[config.mk]
export PLATFORM = sky130hd
export DESIGN_NAME = stream_to_bram
export DESIGN_NICKNAME = d
export VERILOG_FILES = /design/src/rtl/stream_to_bram.sv
export SDC_FILE = /design/constraint.sdc
export NUM_CORES = 1
export LEC_CHECK = 0
export ABC_AREA = 1
export BUFFER_PORTS_ARGS = -buffer_cell sky130_fd_sc_hd__buf_2
export CAP_MARGIN = 20
export CORE_MARGIN = 2
export CORE_UTILIZATION = 49
export DETAILED_ROUTE_END_ITERATION = 6
export GPL_TIMING_DRIVEN = 1
export PLACE_DENSITY = 0.95
export SETUP_SLACK_MARGIN = 0.15
export SLEW_MARGIN = 20
export SYNTH_ARGS = -nofsm -noshare
export SYNTH_HDL_FRONTEND = slang
export SYNTH_SLANG_ARGS = --single-unit
[constraint.sdc]
create_clock -name clk -period 2.6 [get_ports clk]
set_clock_uncertainty 0.05 [all_clocks]
set_input_delay 0.26 -clock clk [delete_from_list [all_inputs] [get_ports clk]]
set_output_delay 0.26 -clock clk [all_outputs]
set_load 0.005 [all_outputs]
[src/rtl/stream_to_bram.sv]
// stream_to_bram
// Capture engine: records accepted 32-bit AXI-stream beats into a BRAM port
// as consecutive 32-bit words. A capture is armed by a pulse and starts
// either immediately or on the next orbit-sync fast command. It runs for a
// programmable number of words, then holds a done status.
//
// Optional feature macro: STREAM_TO_BRAM_TLAST_EN
//   When defined, adds data_stream_TLAST. An accepted TLAST beat in CAPTURE
//   is written and then ends the capture early.
//
// Ports
//   clk, aresetn         IP clock, async active-low reset
//   arm, abort           single-cycle control pulses (abort wins)
//   sync_mode            0 = start at arm, 1 = start on fc_orbitSync
//   capture_len          words to capture (0 or > MEM_DEPTH = MEM_DEPTH)
//   fc_orbitSync         orbit-sync fast command
//   data_stream_*        32-bit AXI stream sink (always ready)
//   bram_*               BRAM write port (byte address, zero-latency write)
//   busy, capture_done   status
//   words_captured       beats written in the current or last capture
//
// state   | meaning
// --------+---------------------------------------------
// IDLE    | no capture; stream beats discarded
// ARMED   | waiting for fc_orbitSync
// CAPTURE | writing accepted beats to consecutive words
// DONE    | length (or TLAST) reached; capture_done held
module stream_to_bram #(
   parameter  int MEM_DEPTH = 2048,
   localparam int AW        = $clog2(MEM_DEPTH)
) (
   input  logic          clk,
   input  logic          aresetn,
   input  logic          arm,
   input  logic          abort,
   input  logic          sync_mode,
   input  logic [15:0]   capture_len,
   input  logic          fc_orbitSync,
   input  logic [31:0]   data_stream_TDATA,
   input  logic          data_stream_TVALID,
`ifdef STREAM_TO_BRAM_TLAST_EN
   input  logic          data_stream_TLAST,
`endif
   output logic          data_stream_TREADY,
   output logic          bram_CLK,
   output logic          bram_RST,
   output logic          bram_EN,
   output logic [3:0]    bram_WE,
   output logic [31:0]   bram_ADDR,
   output logic [31:0]   bram_DIN,
   output logic          busy,
   output logic          capture_done,
   output logic [AW:0]   words_captured
);

   typedef enum logic [1:0] {IDLE, ARMED, CAPTURE, DONE} state_t;

   localparam logic [16:0] DEPTH_17 = 17'(MEM_DEPTH);
   localparam logic [AW:0] DEPTH_W  = (AW+1)'(MEM_DEPTH);

   state_t        state;
   logic [AW:0]   len;
   logic [AW-1:0] word_addr;

   logic [16:0]   len_req;
   logic [AW:0]   len_arm;
   logic          capturing;
   logic          beat;
   logic          wr;
   logic          tlast_hit;
   logic          last_beat;

   assign len_req = {1'b0, capture_len};
   assign len_arm = (len_req == 17'd0 || len_req > DEPTH_17) ? DEPTH_W : (AW+1)'(len_req);

   // ARMED + sync behaves as CAPTURE in that same cycle so the sync beat is word 0.
   assign capturing = (state == CAPTURE) || (state == ARMED && fc_orbitSync);
   assign beat      = data_stream_TVALID && data_stream_TREADY;
   assign wr        = aresetn && capturing && beat && !abort;

`ifdef STREAM_TO_BRAM_TLAST_EN
   assign tlast_hit = data_stream_TLAST;
`else
   assign tlast_hit = 1'b0;
`endif

   assign last_beat = (words_captured + (AW+1)'(1) == len) || tlast_hit;

   assign data_stream_TREADY = aresetn;
   assign bram_CLK  = clk;
   assign bram_RST  = !aresetn;
   assign bram_EN   = 1'b1;
   assign bram_WE   = wr ? 4'hF : 4'h0;
   assign bram_DIN  = data_stream_TDATA;
   assign bram_ADDR = {{(30-AW){1'b0}}, word_addr, 2'b00};

   assign busy         = (state == ARMED) || (state == CAPTURE);
   assign capture_done = (state == DONE);

   always_ff @(posedge clk or negedge aresetn) begin
      if (!aresetn) begin
         state          <= IDLE;
         len            <= '0;
         word_addr      <= '0;
         words_captured <= '0;
      end else if (abort) begin
         state <= IDLE;
      end else begin
         case (state)
            IDLE, DONE: begin
               if (arm) begin
                  len            <= len_arm;
                  word_addr      <= '0;
                  words_captured <= '0;
                  state          <= sync_mode ? ARMED : CAPTURE;
               end
            end
            ARMED, CAPTURE: begin
               if (wr) begin
                  word_addr <= word_addr + AW'(1);
                  if (words_captured != DEPTH_W)
                     words_captured <= words_captured + (AW+1)'(1);
                  state <= last_beat ? DONE : CAPTURE;
               end else if (capturing) begin
                  state <= CAPTURE;
               end
            end
            default: state <= IDLE;
         endcase
      end
   end

endmodule

Word level (Yosys, flattened, before mapping)
Cells that the tools add are included.

word-level totals
  register bits = 37
  input bits = 55
  logic and storage cells = 52
  output and inout bits = 86

operators by class
  bitwise gates (word level) = 1
  reduce and logical (&&, ||, !) cells = 18
  eq/ne operators = 10
  add/subtract/negate cells = 2
  multiplexer cells = 16
  order comparisons = 1

operator list
  kind                   count
  $mux 12                4
  $pmux 12 s2            1
  $mux 11                2
  $pmux 11 s2            1
  $logic_not 17->1       1
  $gt 16x12->1 const B   1
  $add 12x1->12 const B  1
  $eq 12x12->1           1
  $ne 12x12->1 const B   1
  $add 11x1->11 const B  1
  $mux 2                 5
  $ne 2x2->1 const B     3
  $reduce_and 3->1       2
  $logic_and 1x1->1      5
  $eq 2x2->1 const B     2
  $mux 4                 1
  $ne 4x4->1 const B     1
  $pmux 2 s2             1
  $reduce_and 4->1       1
  $reduce_or 2->1        2
  $logic_or 1x1->1       3
  $ne 3x3->1 const B     1
  $eq 2x1->1 const B     1
  $logic_not 1->1        2
  other kinds (4)        4

Depth between registers and ports, before layout
Gate-level depths: netlist of the first run.

  depth after elaboration = 9
  mapped depth = 14
  gate-level depth less buffers = 14

==> metrics.txt, run 1 <==
# TYPE chip_impl_metric gauge
chip_impl_metric{name="cp_data_arrival_time",unit="ps"} 2300
chip_impl_metric{name="first_pass_iters",unit=""} 6
chip_impl_metric{name="ys_async_sr_fraction",unit="%"} 100.0
chip_impl_metric{name="postSynthAreaPerCell",unit="um^2"} 7.478
chip_impl_info{name="worst_path_most_repeated_cell",value="sky130_fd_sc_hd__nand2_1"} 1
chip_impl_metric{name="detail-route-antenna-nets",unit=""} 0
chip_impl_metric{name="post-place-cells",unit=""} 466
chip_impl_metric{name="critical_path.max_stage_delay",unit="ps"} 400
chip_impl_metric{name="grt.total_usage",unit="%"} 22.20
chip_impl_metric{name="post-cts-setup-buffer-count",unit=""} 0
chip_impl_metric{name="timing.setup.tns",unit="ps"} 0
chip_impl_info{name="synth.top_cells.by_area",value="sky130_fd_sc_hd__dfrtp_1, sky130_fd_sc_hd__buf_4, sky130_fd_sc_hd__nand2_1"} 1
chip_impl_metric{name="floorplan.die.height",unit="um"} 80.45
chip_impl_metric{name="global_route.overflow_total",unit=""} 0
chip_impl_metric{name="slew_violations",unit=""} 0
chip_impl_info{name="rsz0062_at_grt",value="no"} 1
chip_impl_metric{name="start_util",unit="%"} 51.38
chip_impl_metric{name="ys_warn_count",unit=""} 0
chip_impl_metric{name="synth_enable_flop_cells",unit=""} 0
chip_impl_metric{name="fmax",unit="MHz"} 496.5
chip_impl_metric{name="grt_first_pass_wirelength",unit="um"} 10970
chip_impl_metric{name="ys_seq_elements",unit=""} 37
chip_impl_metric{name="remaining_drc_errors",unit=""} 0
chip_impl_info{name="holdCritPathClass",value="input port to flip-flop"} 1
chip_impl_metric{name="areaGrowthSynthToFinish",unit="%"} 3.670
chip_impl_info{name="synthFlopType",value="sky130_fd_sc_hd__dfrtp_1"} 1
chip_impl_info{name="timing.critical_path.slowest_stage_cell",value="sky130_fd_sc_hd__dfrtp_1"} 1
chip_impl_metric{name="core_area",unit="um^2"} 5574
chip_impl_info{name="post-synth-top-count-cell",value="sky130_fd_sc_hd__nand2_1"} 1
chip_impl_metric{name="antenna_cells",unit=""} 0
chip_impl_info{name="setup.worst_path.start_class",value="flip-flop"} 1
chip_impl_metric{name="final_cells",unit=""} 477
chip_impl_metric{name="vias",unit=""} 2528
chip_impl_info{name="end_kind",value="flip-flop"} 1
chip_impl_metric{name="first_global_vias",unit=""} 2391
chip_impl_metric{name="grt_start_max_net_pins",unit=""} 40
chip_impl_info{name="cp_top_family",value="simple AND/OR/NAND/NOR gates"} 1
chip_impl_info{name="synth_area_leader_cell",value="sky130_fd_sc_hd__dfrtp_1"} 1
chip_impl_info{name="worst-setup-path-type",value="flip-flop to flip-flop"} 1
chip_impl_metric{name="clk_pin_slew_worst_paths",unit="ps"} 70
chip_impl_metric{name="postRouteWirelength",unit="um"} 6716
chip_impl_metric{name="syn_area",unit="um^2"} 2864
chip_impl_metric{name="drt-initial-drc-count",unit=""} 374
chip_impl_info{name="timing.critical_path.cells",value="inv_1 -> ha_1 -> inv_2 -> nand2_1 -> nor2_4 -> nand2_1 -> nor2_1 -> nand3_1 -> nor2_1 -> nand3_1 -> nand2_1 -> nand2_1 -> nand2_1"} 1
chip_impl_metric{name="maxCapViolations",unit=""} 0
chip_impl_metric{name="synth.lib_cells_used.distinct",unit=""} 34
chip_impl_metric{name="route.detailed.vias_per_inst",unit=""} 5.300
chip_impl_metric{name="placement.io_buffers",unit=""} 54
chip_impl_metric{name="die_outline_width",unit="um"} 80.45
chip_impl_metric{name="power_per_cell_area",unit="nW/um^2"} 618.6
chip_impl_metric{name="clkLatencyLatePin",unit="ps"} 400
chip_impl_metric{name="fin_nets",unit=""} 466
chip_impl_metric{name="drt-wirelength-per-cell",unit="um"} 14.08
chip_impl_metric{name="synth_sequential_area_ratio",unit="%"} 32.33
chip_impl_metric{name="post_route_clock_period_utilization",unit="%"} 77.47
chip_impl_metric{name="timing.critical_path.buf_inv",unit=""} 2
chip_impl_metric{name="total_leakage_power",unit="nW"} 1.496
chip_impl_metric{name="fillCellCount",unit=""} 494
chip_impl_info{name="outcome",value="completed"} 1
chip_impl_metric{name="timing_hold_violations_final",unit=""} 0
chip_impl_metric{name="ctsResizeCount",unit=""} 0
chip_impl_metric{name="worstPathMaxFanout",unit=""} 7
chip_impl_metric{name="worst_ir_drop_vdd",unit="mV"} 0.4698
chip_impl_metric{name="ratio_of_cells_with_drive_above_1_in_the_final_layout",unit="%"} 24.44
chip_impl_metric{name="place.detailed.hpwl",unit="um"} 5157
chip_impl_info{name="cts_tree",value="yes"} 1
chip_impl_metric{name="num_rows",unit=""} 27
chip_impl_metric{name="netlist_instances",unit=""} 383
chip_impl_metric{name="layout_min_cycle_time",unit="ps"} 2014
chip_impl_metric{name="multi_input_logic_area",unit="um^2"} 1336
chip_impl_metric{name="initial_antenna_violation_count",unit=""} 0
chip_impl_metric{name="die_area",unit="um^2"} 6472
chip_impl_metric{name="io-pin-count",unit=""} 141
chip_impl_info{name="ys_top_cells_by_count",value="sky130_fd_sc_hd__nand2_1, sky130_fd_sc_hd__buf_4, sky130_fd_sc_hd__inv_1"} 1
chip_impl_metric{name="gpl.final_weighted_congestion",unit=""} 0.9879
chip_impl_metric{name="synth_largest_type_area_fraction",unit="%"} 32.33
chip_impl_metric{name="setup_viol",unit=""} 0
chip_impl_metric{name="area_taken_by_flip_flops_and_latches",unit="um^2"} 925.9
chip_impl_metric{name="cp_data_required_time",unit="ps"} 2890
chip_impl_metric{name="post_cts_hold_buffer_count",unit=""} 1
[registers in the layout (all words and copies together) (netlist names)]
signal,flops
words_captured,12
len,12
state,2
word_addr,11
[where the power goes]
part | total, W | internal (W) | switching [W]
clock | 0.000546 | 0.000318 | 0.000228
sequential | 0.000686 | 0.000631 | 0.0000545
combinational | 0.000605 | 0.000196 | 0.000408
[cell families after synthesis]
logic type	count (synthesis)	synth area share, %
flip-flops	37	32.33
buffers and inverters	116	23.63
XOR/XNOR	3	0.9176
other	2	0.2622
AO/OA/AOI/OAI	47	11.66
AND/OR/NAND/NOR	172	28.57
adder cells (fa/ha/maj)	6	2.621
[final timing paths]
| path | start | end | slack (ps) | depth (start not counted) |
|---|---|---|---|---|
| max reg2reg | state[0]$_DFFE_PN0P_ | state[0]$_DFFE_PN0P_ | 590 | 13 |
| max in group asynchronous | aresetn | word_addr[7]$_DFFE_PN0P_ | 1690 | 3 |
| max | state[0]$_DFFE_PN0P_ | state[0]$_DFFE_PN0P_ | 590 | 13 |
| min | capture_len[6] | len[6]$_DFFE_PN0P_ | 70 | 3 |
| min in group asynchronous | aresetn | words_captured[1]$_DFFE_PN0P_ | 460 | 3 |
| min reg2reg | word_addr[10]$_DFFE_PN0P_ | word_addr[10]$_DFFE_PN0P_ | 490 | 2 |
[through the flow]
stage / utilization [%] / total power (W) / hold slack [ps] / area [um^2] / setup slack [ps]
after CTS: 53.27 / 0.001834 / 67.86 / 2969 / 605.5
after global routing: 53.27 / 0.001957 / 66.20 / 2969 / 424.4
after global placement: 50.80 / 0.001268 / 292.9 / 2831 / 751.9
after floorplan: - / 0.001210 / -85.59 / 2939 / 835.4
after detailed placement: 50.80 / 0.001308 / 292.9 / 2831 / 618.9
final: 53.27 / 0.001837 / 66.57 / 2969 / 585.8
[area by class of cell]
| class | count | area share (%) |
|---|---|---|
| Clock buffer | 11 | 4.467 |
| Inverter | 51 | 6.532 |
| Multi-Input combinational cell | 250 | 45.01 |
| Timing Repair Buffer | 56 | 9.777 |
| Tap cell | 72 | 3.034 |
| Sequential cell | 37 | 31.18 |
[worst min-delay path: stages]
cell                      delay (ps)
sky130_fd_sc_hd__buf_2            90
sky130_fd_sc_hd__nand3_1          60
sky130_fd_sc_hd__o21ai_0          60
[cell usage in the layout (no fill, tap or decap), types with 2 or more instances in the layout]
| cell type | instances |
|---|---|
| sky130_fd_sc_hd__buf_4 | 2 |
| sky130_fd_sc_hd__conb_1 | 22 |
| sky130_fd_sc_hd__nor3_1 | 7 |
| sky130_fd_sc_hd__inv_2 | 4 |
| sky130_fd_sc_hd__nor2_4 | 5 |
| sky130_fd_sc_hd__nand2_1 | 75 |
| sky130_fd_sc_hd__clkbuf_8 | 9 |
| sky130_fd_sc_hd__nor2_1 | 29 |
| sky130_fd_sc_hd__ha_1 | 6 |
| sky130_fd_sc_hd__o31ai_1 | 2 |
| sky130_fd_sc_hd__nand3_1 | 37 |
| sky130_fd_sc_hd__a21oi_1 | 4 |
| sky130_fd_sc_hd__nand4_1 | 8 |
| sky130_fd_sc_hd__buf_2 | 54 |
| sky130_fd_sc_hd__o21ai_0 | 22 |
| sky130_fd_sc_hd__o21ai_2 | 3 |
| sky130_fd_sc_hd__nand3_2 | 4 |
| sky130_fd_sc_hd__dfrtp_1 | 37 |
| sky130_fd_sc_hd__o21ai_1 | 3 |
| sky130_fd_sc_hd__xor2_1 | 2 |
| sky130_fd_sc_hd__o22ai_2 | 9 |
| sky130_fd_sc_hd__inv_1 | 45 |
| sky130_fd_sc_hd__a31oi_1 | 2 |
| sky130_fd_sc_hd__nand2_2 | 3 |
[per-layer routing]
metal / global-route usage (%) / share of wire [%] / wire (um)
met3: 5.393 / 8.2 / 549
met4: 11.53 / 3.2 / 213
met2: 37.08 / 50 / 3380
met1: 26.35 / 38 / 2573
met5: 0 / 0 / 0
Power figures use the tool's default switching activity.
==> run 2, diff against run 1 <==
CORE_UTILIZATION = 42   (was 49)
PLACE_DENSITY = 0.89   (was 0.95)
clock period = 1.8 ns   (was 2.6 ns; I/O delays follow)
==> run 2 against run 1 <==
Effect of this change: the run now ends with hold timing left; design area up 21%; core utilization up 0.40 points; power up 100%; sequential share of layout area down 5.2 points; clock power up 94%; critical path type is now flip-flop to output pin; largest power group is now combinational logic; highest routed layer unchanged.
==> metrics.txt, run 2 (synthesis results as in run 1) <==
# TYPE chip_impl_metric gauge
chip_impl_info{name="outcome",value="finished with violations"} 1
chip_impl_info{name="failing_checks",value="hold timing"} 1
chip_impl_metric{name="setup_viol",unit=""} 0
chip_impl_info{name="layout_top_registers",value="len (12), words_captured (12), word_addr (11)"} 1
chip_impl_metric{name="global_route.overflow_total",unit=""} 0
chip_impl_metric{name="placement.io_buffers",unit=""} 54
chip_impl_info{name="cts_tree",value="yes"} 1
chip_impl_metric{name="finalCoreUtilization",unit="%"} 53.67
chip_impl_metric{name="slew_violations",unit=""} 0
chip_impl_metric{name="ratio_of_cells_with_drive_above_1_in_the_final_layout",unit="%"} 37.41
chip_impl_metric{name="fin_nets",unit=""} 501
chip_impl_metric{name="drt-initial-drc-count",unit=""} 270
chip_impl_metric{name="worst_slew_pin_slew",unit="ps"} 506.3
chip_impl_info{name="setup.worst_path.start_class",value="flip-flop"} 1
chip_impl_metric{name="post-route-cell-area",unit="um^2"} 3586
chip_impl_info{name="mostFrequentLayoutCell",value="sky130_fd_sc_hd__nand2_1"} 1
chip_impl_metric{name="gpl.final_weighted_congestion",unit=""} 0.9324
chip_impl_metric{name="clkLatencyLatePin",unit="ps"} 410
chip_impl_metric{name="power.sequential.fraction",unit="%"} 27.1
chip_impl_info{name="rsz0062_at_grt",value="yes"} 1
chip_impl_metric{name="worst_ir_drop_vdd",unit="mV"} 0.4529
chip_impl_metric{name="setup_slack",unit="ps"} 41.30
chip_impl_metric{name="maxCapViolations",unit=""} 0
chip_impl_info{name="end_kind",value="output pin"} 1
chip_impl_metric{name="place.detailed.hpwl",unit="um"} 5064
chip_impl_metric{name="core_area",unit="um^2"} 6681
chip_impl_metric{name="power.share.combinational",unit="%"} 44.3
chip_impl_metric{name="rrSetupSlack",unit="ps"} 40
chip_impl_metric{name="initial_antenna_violation_count",unit=""} 0
chip_impl_info{name="worst_path_most_repeated_cell",value="sky130_fd_sc_hd__buf_4"} 1
chip_impl_info{name="timing.rr.end",value="state[1]$_DFFE_PN0P_"} 1
chip_impl_metric{name="critical_path.max_stage_delay",unit="ps"} 440
chip_impl_metric{name="antenna_cells",unit=""} 0
chip_impl_metric{name="internal_power",unit="W"} 0.002372
chip_impl_metric{name="cp_data_required_time",unit="ps"} 1570
chip_impl_metric{name="vias",unit=""} 2845
chip_impl_metric{name="postRouteWirelength",unit="um"} 8093
chip_impl_info{name="reg2reg_from",value="state[1]$_DFFE_PN0P_"} 1
chip_impl_metric{name="num_rows",unit=""} 30
chip_impl_metric{name="die_area",unit="um^2"} 7495
chip_impl_metric{name="drt-wirelength-per-cell",unit="um"} 15.53
chip_impl_metric{name="io-pin-count",unit=""} 141
chip_impl_metric{name="total_leakage_power",unit="nW"} 1.724
chip_impl_metric{name="floorplan.die.height",unit="um"} 86.58
chip_impl_metric{name="post_cts_hold_buffer_count",unit=""} 9
chip_impl_metric{name="areaGrowthSynthToFinish",unit="%"} 25.21
chip_impl_metric{name="first_global_vias",unit=""} 2610
chip_impl_metric{name="grt_start_max_net_pins",unit=""} 40
chip_impl_metric{name="power_per_cell_area",unit="nW/um^2"} 1037
chip_impl_metric{name="grt.total_usage",unit="%"} 20.52
chip_impl_metric{name="timing_hold_violations_final",unit=""} 38
chip_impl_metric{name="post-place-ws",unit="ps"} -57.76
chip_impl_metric{name="detail-route-antenna-nets",unit=""} 0
chip_impl_metric{name="place_area",unit="um^2"} 2922
chip_impl_info{name="timing.critical_path.slowest_stage_cell",value="sky130_fd_sc_hd__dfrtp_2"} 1
chip_impl_info{name="worst-setup-path-type",value="flip-flop to output pin"} 1
chip_impl_metric{name="net_sw_share",unit="%"} 36.21
chip_impl_metric{name="timing.hold.ws",unit="ps"} -146.4
chip_impl_metric{name="remaining_drc_errors",unit=""} 0
chip_impl_info{name="holdCritPathClass",value="input port to asynchronous set/reset pin"} 1
chip_impl_info{name="timing.critical_path.cells",value="buf_12 -> buf_4 -> buf_4 -> ha_1 -> buf_2"} 1
chip_impl_metric{name="cp_data_arrival_time",unit="ps"} 1530
chip_impl_metric{name="first_pass_iters",unit=""} 7
chip_impl_metric{name="layout_min_cycle_time",unit="ps"} 1759
chip_impl_metric{name="start_util",unit="%"} 42.87
chip_impl_metric{name="post_route_clock_period_utilization",unit="%"} 97.71
chip_impl_metric{name="fillCellCount",unit=""} 557
chip_impl_metric{name="max-slew-margin-rel",unit="%"} 66.25
chip_impl_metric{name="timing.reg2reg.worst_path_depth",unit=""} 10
chip_impl_metric{name="clk_pin_slew_worst_paths",unit="ps"} 80
chip_impl_metric{name="grt_first_pass_wirelength",unit="um"} 12020
chip_impl_metric{name="route.detailed.vias_per_inst",unit=""} 5.461
chip_impl_metric{name="fmax",unit="MHz"} 568.6
chip_impl_info{name="leading_cell_types_in_the_layout_fill_and_taps_excluded",value="sky130_fd_sc_hd__nand2_1, sky130_fd_sc_hd__buf_2, sky130_fd_sc_hd__inv_1, sky130_fd_sc_hd__nand3_1, sky130_fd_sc_hd__dfrtp_1"} 1
chip_impl_metric{name="net-switching-power",unit="W"} 0.001346
chip_impl_metric{name="die_outline_width",unit="um"} 86.58
chip_impl_metric{name="worstPathMaxFanout",unit=""} 3
chip_impl_metric{name="pwr-share-clk",unit="%"} 28.6
==> run 2: metal layers <==
layer / vias to the layer above / wire [um] / track usage [%]
li1: 1277 / - / -
met1: 1320 / 3006 / 22.66
met2: 186 / 3975 / 35.45
met3: 62 / 640 / 4.381
met4: 0 / 471 / 13.35
met5: - / 0 / 0
==> run 2: power by group through the flow <==
stage	sequential [W]	combinational, W	clock (W)
5_1_grt	0.00102	0.00175	0.00111
3_5_place_dp	0.00101	0.00101	0.0000241
4_1_cts	0.000995	0.00134	0.00107
6_report	0.00101	0.00165	0.00106
2_1_floorplan	0.00100	0.000798	0.0000360
3_3_place_gp	0.000999	0.000975	0.0000241
==> run 2: cell type report <==
class	instances	area [um^2]	area share, %
multi-input cells	251	1540	42.95
flip-flops and latches	37	930.9	25.96
repair buffers	90	626.9	17.48
inverters	51	207.7	5.792
clock buffers	9	115.1	3.210
well taps	80	100.1	2.791
clock inverters	3	65.06	1.814
==> run 2: worst max-delay path by stage <==
stage / cells past startpoint / endpoint / slack (ps) / from
2_1_floorplan: 9 / words_captured[2]$_DFFE_PN0P_ / 130 / state[0]$_DFFE_PN0P_
3_3_place_gp: 8 / words_captured[9]$_DFFE_PN0P_ / 60 / state[0]$_DFFE_PN0P_
3_5_place_dp: 11 / state[0]$_DFFE_PN0P_ / -60 / words_captured[1]$_DFFE_PN0P_
4_1_cts: 7 / bram_WE[0] / 60 / state[1]$_DFFE_PN0P_
5_1_grt: 13 / state[0]$_DFFE_PN0P_ / -50 / words_captured[0]$_DFFE_PN0P_
6_report: 5 / capture_done / 40 / state[0]$_DFFE_PN0P_
==> run 2: critical path, delay by kind of cell, from the launching register on <==
family | cells | cell delay, ps
buffers and inverters | 4 | 500
flip-flops | 1 | 440
adder cells (fa/ha/maj) | 1 | 180
==> run 2: through the flow <==
step / setup TNS, ps / power, W / std cells / hold WS [ps]
final: 0 / 0.003718 / 521 / -146.4
after global routing: -82.92 / 0.003874 / 521 / -104.4
after global placement: 0 / 0.001998 / 480 / 212.9
after floorplan: 0 / 0.001833 / 403 / -165.6
after detailed placement: -65.07 / 0.002040 / 480 / 212.9
after CTS: 0 / 0.003398 / 517 / -130.2
==> run 2: repair_timing <==
item | in CTS | in global routing
resized for setup | 23 | 38
endpoints found under the hold margin | 46 | 37
buffers inserted | 16 | 3
pin swaps | 8 | 7
cloned | 1 | 1
setup endpoints to repair | 26 | 41
==> run 3, diff against run 2 <==
ABC_AREA = not set   (was 1)
==> run 3 against run 2 <==
Effect of this change: the run ends with hold timing, setup timing left; core utilization grew 3.1 points; critical endpoint is now state[0]$_DFFE_PN0P_; first-iteration DRC count shrank 26%; die area shrank 1.2%; sequential share of layout area shrank 0.43 points; synthesized cell count shrank 18%; non-clock buffer count grew 37; sequential power shrank 12%; hold slack lost 24 ps; critical path depth grew 1; wire length shrank 5.4%; sequential cell count is the same; critical path type is now flip-flop to flip-flop; clock power shrank 28%.
==> metrics.txt, run 3 <==
# TYPE chip_impl_metric gauge
chip_impl_info{name="outcome",value="finished with violations"} 1
chip_impl_info{name="failing_checks",value="hold timing, setup timing"} 1
chip_impl_metric{name="post_route_clock_period_utilization",unit="%"} 111.6
chip_impl_metric{name="timing.reg2reg.worst_path_depth",unit=""} 6
chip_impl_info{name="synth_area_leader_cell",value="sky130_fd_sc_hd__dfrtp_1"} 1
chip_impl_metric{name="power_per_cell_area",unit="nW/um^2"} 615.8
chip_impl_info{name="leading_cell_types_in_the_layout_fill_and_taps_excluded",value="sky130_fd_sc_hd__buf_4, sky130_fd_sc_hd__buf_2, sky130_fd_sc_hd__dfrtp_1, sky130_fd_sc_hd__conb_1, sky130_fd_sc_hd__nand2_1"} 1
chip_impl_info{name="end_kind",value="flip-flop"} 1
chip_impl_metric{name="net_sw_share",unit="%"} 30.32
chip_impl_metric{name="slew_violations",unit=""} 0
chip_impl_metric{name="post_synthesis_share_of_cell_area_spent_on_and_or_nand_and_nor_gates",unit="%"} 20.05
chip_impl_info{name="mostFrequentLayoutCell",value="sky130_fd_sc_hd__buf_4"} 1
chip_impl_metric{name="global_route.overflow_total",unit=""} 0
chip_impl_metric{name="ys_warn_count",unit=""} 0
chip_impl_info{name="rsz0062_at_grt",value="yes"} 1
chip_impl_metric{name="initial_antenna_violation_count",unit=""} 0
chip_impl_metric{name="ratio_of_cells_with_drive_above_1_in_the_final_layout",unit="%"} 41.60
chip_impl_metric{name="internal_power",unit="W"} 0.001564
chip_impl_metric{name="route.detailed.vias_per_inst",unit=""} 5.372
chip_impl_metric{name="ys_seq_elements",unit=""} 37
chip_impl_info{name="cp_top_family",value="simple AND/OR/NAND/NOR gates"} 1
chip_impl_metric{name="die_area",unit="um^2"} 7402
chip_impl_metric{name="total_leakage_power",unit="nW"} 1.744
chip_impl_info{name="synthFlopType",value="sky130_fd_sc_hd__dfrtp_1"} 1
chip_impl_metric{name="first_global_vias",unit=""} 2465
chip_impl_metric{name="power.share.combinational",unit="%"} 26.6
chip_impl_metric{name="core_area",unit="um^2"} 6422
chip_impl_metric{name="floorplan.die.height",unit="um"} 86.04
chip_impl_metric{name="layout_min_cycle_time",unit="ps"} 2009
chip_impl_metric{name="timing.critical_path.buf_inv",unit=""} 1
chip_impl_info{name="timing.critical_path.slowest_stage_cell",value="sky130_fd_sc_hd__or4_4"} 1
chip_impl_metric{name="timing.hold.ws",unit="ps"} -170.2
chip_impl_info{name="post-synth-top-count-cell",value="sky130_fd_sc_hd__buf_4"} 1
chip_impl_metric{name="remaining_drc_errors",unit=""} 0
chip_impl_metric{name="post_cts_hold_buffer_count",unit=""} 12
chip_impl_metric{name="xor_and_xnor_area_share_after_synthesis",unit="%"} 7.304
chip_impl_metric{name="worstPathMaxFanout",unit=""} 8
chip_impl_metric{name="post_synthesis_adder_cell_area_fraction",unit="%"} 2.656
chip_impl_metric{name="drt-wirelength-per-cell",unit="um"} 16.09
chip_impl_metric{name="synth_largest_type_area_fraction",unit="%"} 32.76
chip_impl_metric{name="timing_hold_violations_final",unit=""} 37
chip_impl_metric{name="vias",unit=""} 2557
chip_impl_metric{name="post-place-cells",unit=""} 447
chip_impl_metric{name="setup_viol",unit=""} 36
chip_impl_metric{name="place.detailed.hpwl",unit="um"} 5448
chip_impl_metric{name="critical_path.max_stage_delay",unit="ps"} 600
chip_impl_metric{name="timing.critical_path.depth",unit=""} 6
chip_impl_metric{name="netlist_instances",unit=""} 314
chip_impl_metric{name="grt_start_max_net_pins",unit=""} 40
chip_impl_info{name="worst-setup-path-type",value="flip-flop to flip-flop"} 1
chip_impl_metric{name="synth.lib_cells_used.distinct",unit=""} 53
chip_impl_info{name="setup.worst_path.start_class",value="flip-flop"} 1
chip_impl_info{name="largest_family_of_logic_cells_by_synthesized_area",value="buffers and inverters"} 1
chip_impl_info{name="ys_top_cells_by_count",value="sky130_fd_sc_hd__buf_4, sky130_fd_sc_hd__dfrtp_1, sky130_fd_sc_hd__o21ai_0"} 1
chip_impl_metric{name="antenna_cells",unit=""} 0
chip_impl_metric{name="num_rows",unit=""} 29
chip_impl_info{name="reg2reg_from",value="state[0]$_DFFE_PN0P_"} 1
chip_impl_metric{name="grt_first_pass_wirelength",unit="um"} 11970
chip_impl_info{name="start_point_of_the_critical_path",value="state[0]$_DFFE_PN0P_"} 1
chip_impl_info{name="layout_top_registers",value="len (12), words_captured (12), word_addr (11)"} 1
chip_impl_metric{name="grt.total_usage",unit="%"} 20.90
chip_impl_metric{name="clk_pin_slew_worst_paths",unit="ps"} 70
chip_impl_metric{name="cp_data_required_time",unit="ps"} 2060
chip_impl_metric{name="drt-initial-drc-count",unit=""} 199
chip_impl_info{name="holdCritPathClass",value="input port to asynchronous set/reset pin"} 1
chip_impl_info{name="synth.top_cells.by_area",value="sky130_fd_sc_hd__dfrtp_1, sky130_fd_sc_hd__buf_4, sky130_fd_sc_hd__o21ai_0"} 1
chip_impl_metric{name="maxCapViolations",unit=""} 0
chip_impl_metric{name="start_util",unit="%"} 44.01
chip_impl_info{name="timing.rr.end",value="state[0]$_DFFE_PN0P_"} 1
chip_impl_metric{name="syn_area",unit="um^2"} 2826
chip_impl_metric{name="areaGrowthSynthToFinish",unit="%"} 29.00
chip_impl_metric{name="detail-route-antenna-nets",unit=""} 0
chip_impl_metric{name="cp_data_arrival_time",unit="ps"} 2270
chip_impl_metric{name="finalCoreUtilization",unit="%"} 56.77
chip_impl_metric{name="synth_enable_flop_cells",unit=""} 0
chip_impl_metric{name="placement.io_buffers",unit=""} 54
chip_impl_info{name="cts_tree",value="yes"} 1
chip_impl_metric{name="fin_nets",unit=""} 459
chip_impl_metric{name="multiplexer_fraction_of_the_synthesized_cell_area",unit="%"} 0
chip_impl_metric{name="die_outline_width",unit="um"} 86.04
chip_impl_metric{name="postRouteWirelength",unit="um"} 7660
chip_impl_metric{name="synth_compound_area_share",unit="%"} 16.51
chip_impl_metric{name="rrSetupSlack",unit="ps"} -210
chip_impl_metric{name="net-switching-power",unit="W"} 0.0006808
chip_impl_metric{name="final_cells",unit=""} 476
chip_impl_metric{name="worst_ir_drop_vdd",unit="mV"} 0.4791
chip_impl_metric{name="first_pass_iters",unit=""} 4
chip_impl_metric{name="synth_sequential_area_ratio",unit="%"} 32.76
chip_impl_metric{name="power.sequential.fraction",unit="%"} 39.4
chip_impl_metric{name="clkLatencyLatePin",unit="ps"} 400
chip_impl_info{name="timing.critical_path.cells",value="inv_2 -> ha_4 -> or4_4 -> a311oi_2 -> nand4_1 -> o31ai_2"} 1
chip_impl_metric{name="ys_async_sr_fraction",unit="%"} 100.0
chip_impl_metric{name="report.power.total",unit="W"} 0.002245
chip_impl_metric{name="fmax",unit="MHz"} 497.8
chip_impl_metric{name="gpl.final_weighted_congestion",unit=""} 0.9590
chip_impl_metric{name="pwr-share-clk",unit="%"} 34.0
chip_impl_metric{name="io-pin-count",unit=""} 141
chip_impl_metric{name="setup_slack",unit="ps"} -208.8
chip_impl_metric{name="postSynthAreaPerCell",unit="um^2"} 9.001
## run 3: area by class of cell
cell class	count	area, um^2
Clock buffer	10	118.9
Clock inverter	2	10.01
Fill cell	556	2776
Inverter	11	43.79
Multi-Input combinational cell	212	1548
Sequential cell	37	930.9
Tap cell	77	96.34
Timing Repair Buffer	127	898.4
## run 3: power by group through the flow
stage                     clock network (W)  registers [W]  logic (W)
after floorplan                   0.0000360       0.000895   0.000348
after global placement            0.0000241       0.000895   0.000453
after detailed placement          0.0000241       0.000897   0.000471
after CTS                          0.000778       0.000883   0.000549
after global routing               0.000825       0.000887   0.000645
final                              0.000764       0.000885   0.000596
## run 3: through the flow
stage                     cell area (um^2)  worst slack (ps)  setup TNS, ps
after floorplan                       2939            -167.1         -678.7
after global placement                3184            -134.6          -1939
after detailed placement              3184            -197.6          -3061
after CTS                             3542            -180.7          -3536
after global routing                  3646            -261.1          -6530
final                                 3646            -208.8          -3303
## run 3: metal layers
layer | track usage [%] | up-vias | part of all wire [%]
met2 | 34.60 | 98 | 50
li1 | - | 1202 | -
met4 | 9.957 | 0 | 2.2
met3 | 4.139 | 18 | 6.7
met1 | 26.07 | 1239 | 41
met5 | 0 | - | 0
## run 3: timing repair
action | CTS | global route
endpoints found under the hold margin | 49 | 37
buffers inserted | 1 | 4
pin swaps | 6 | 8
setup endpoints to repair | 41 | 42
gates resized for setup | 28 | 18
gates cloned | 1 | 0
## run 3: cell families after synthesis
family                   after synthesis
AND/OR/NAND/NOR                       99
adder cells (fa/ha/maj)                6
AO/OA/AOI/OAI                         63
buffers and inverters                 85
other                                  2
flip-flops                            37
XOR/XNOR                              22
## run 3: how the worst max path moves through the flow
stage                                          to
finish                       state[0]$_DFFE_PN0P_
global placement    words_captured[8]$_DFFE_PN0P_
global route             word_addr[9]$_DFFE_PN0P_
CTS                          state[0]$_DFFE_PN0P_
floorplan                    state[0]$_DFFE_PN0P_
detailed placement           state[0]$_DFFE_PN0P_
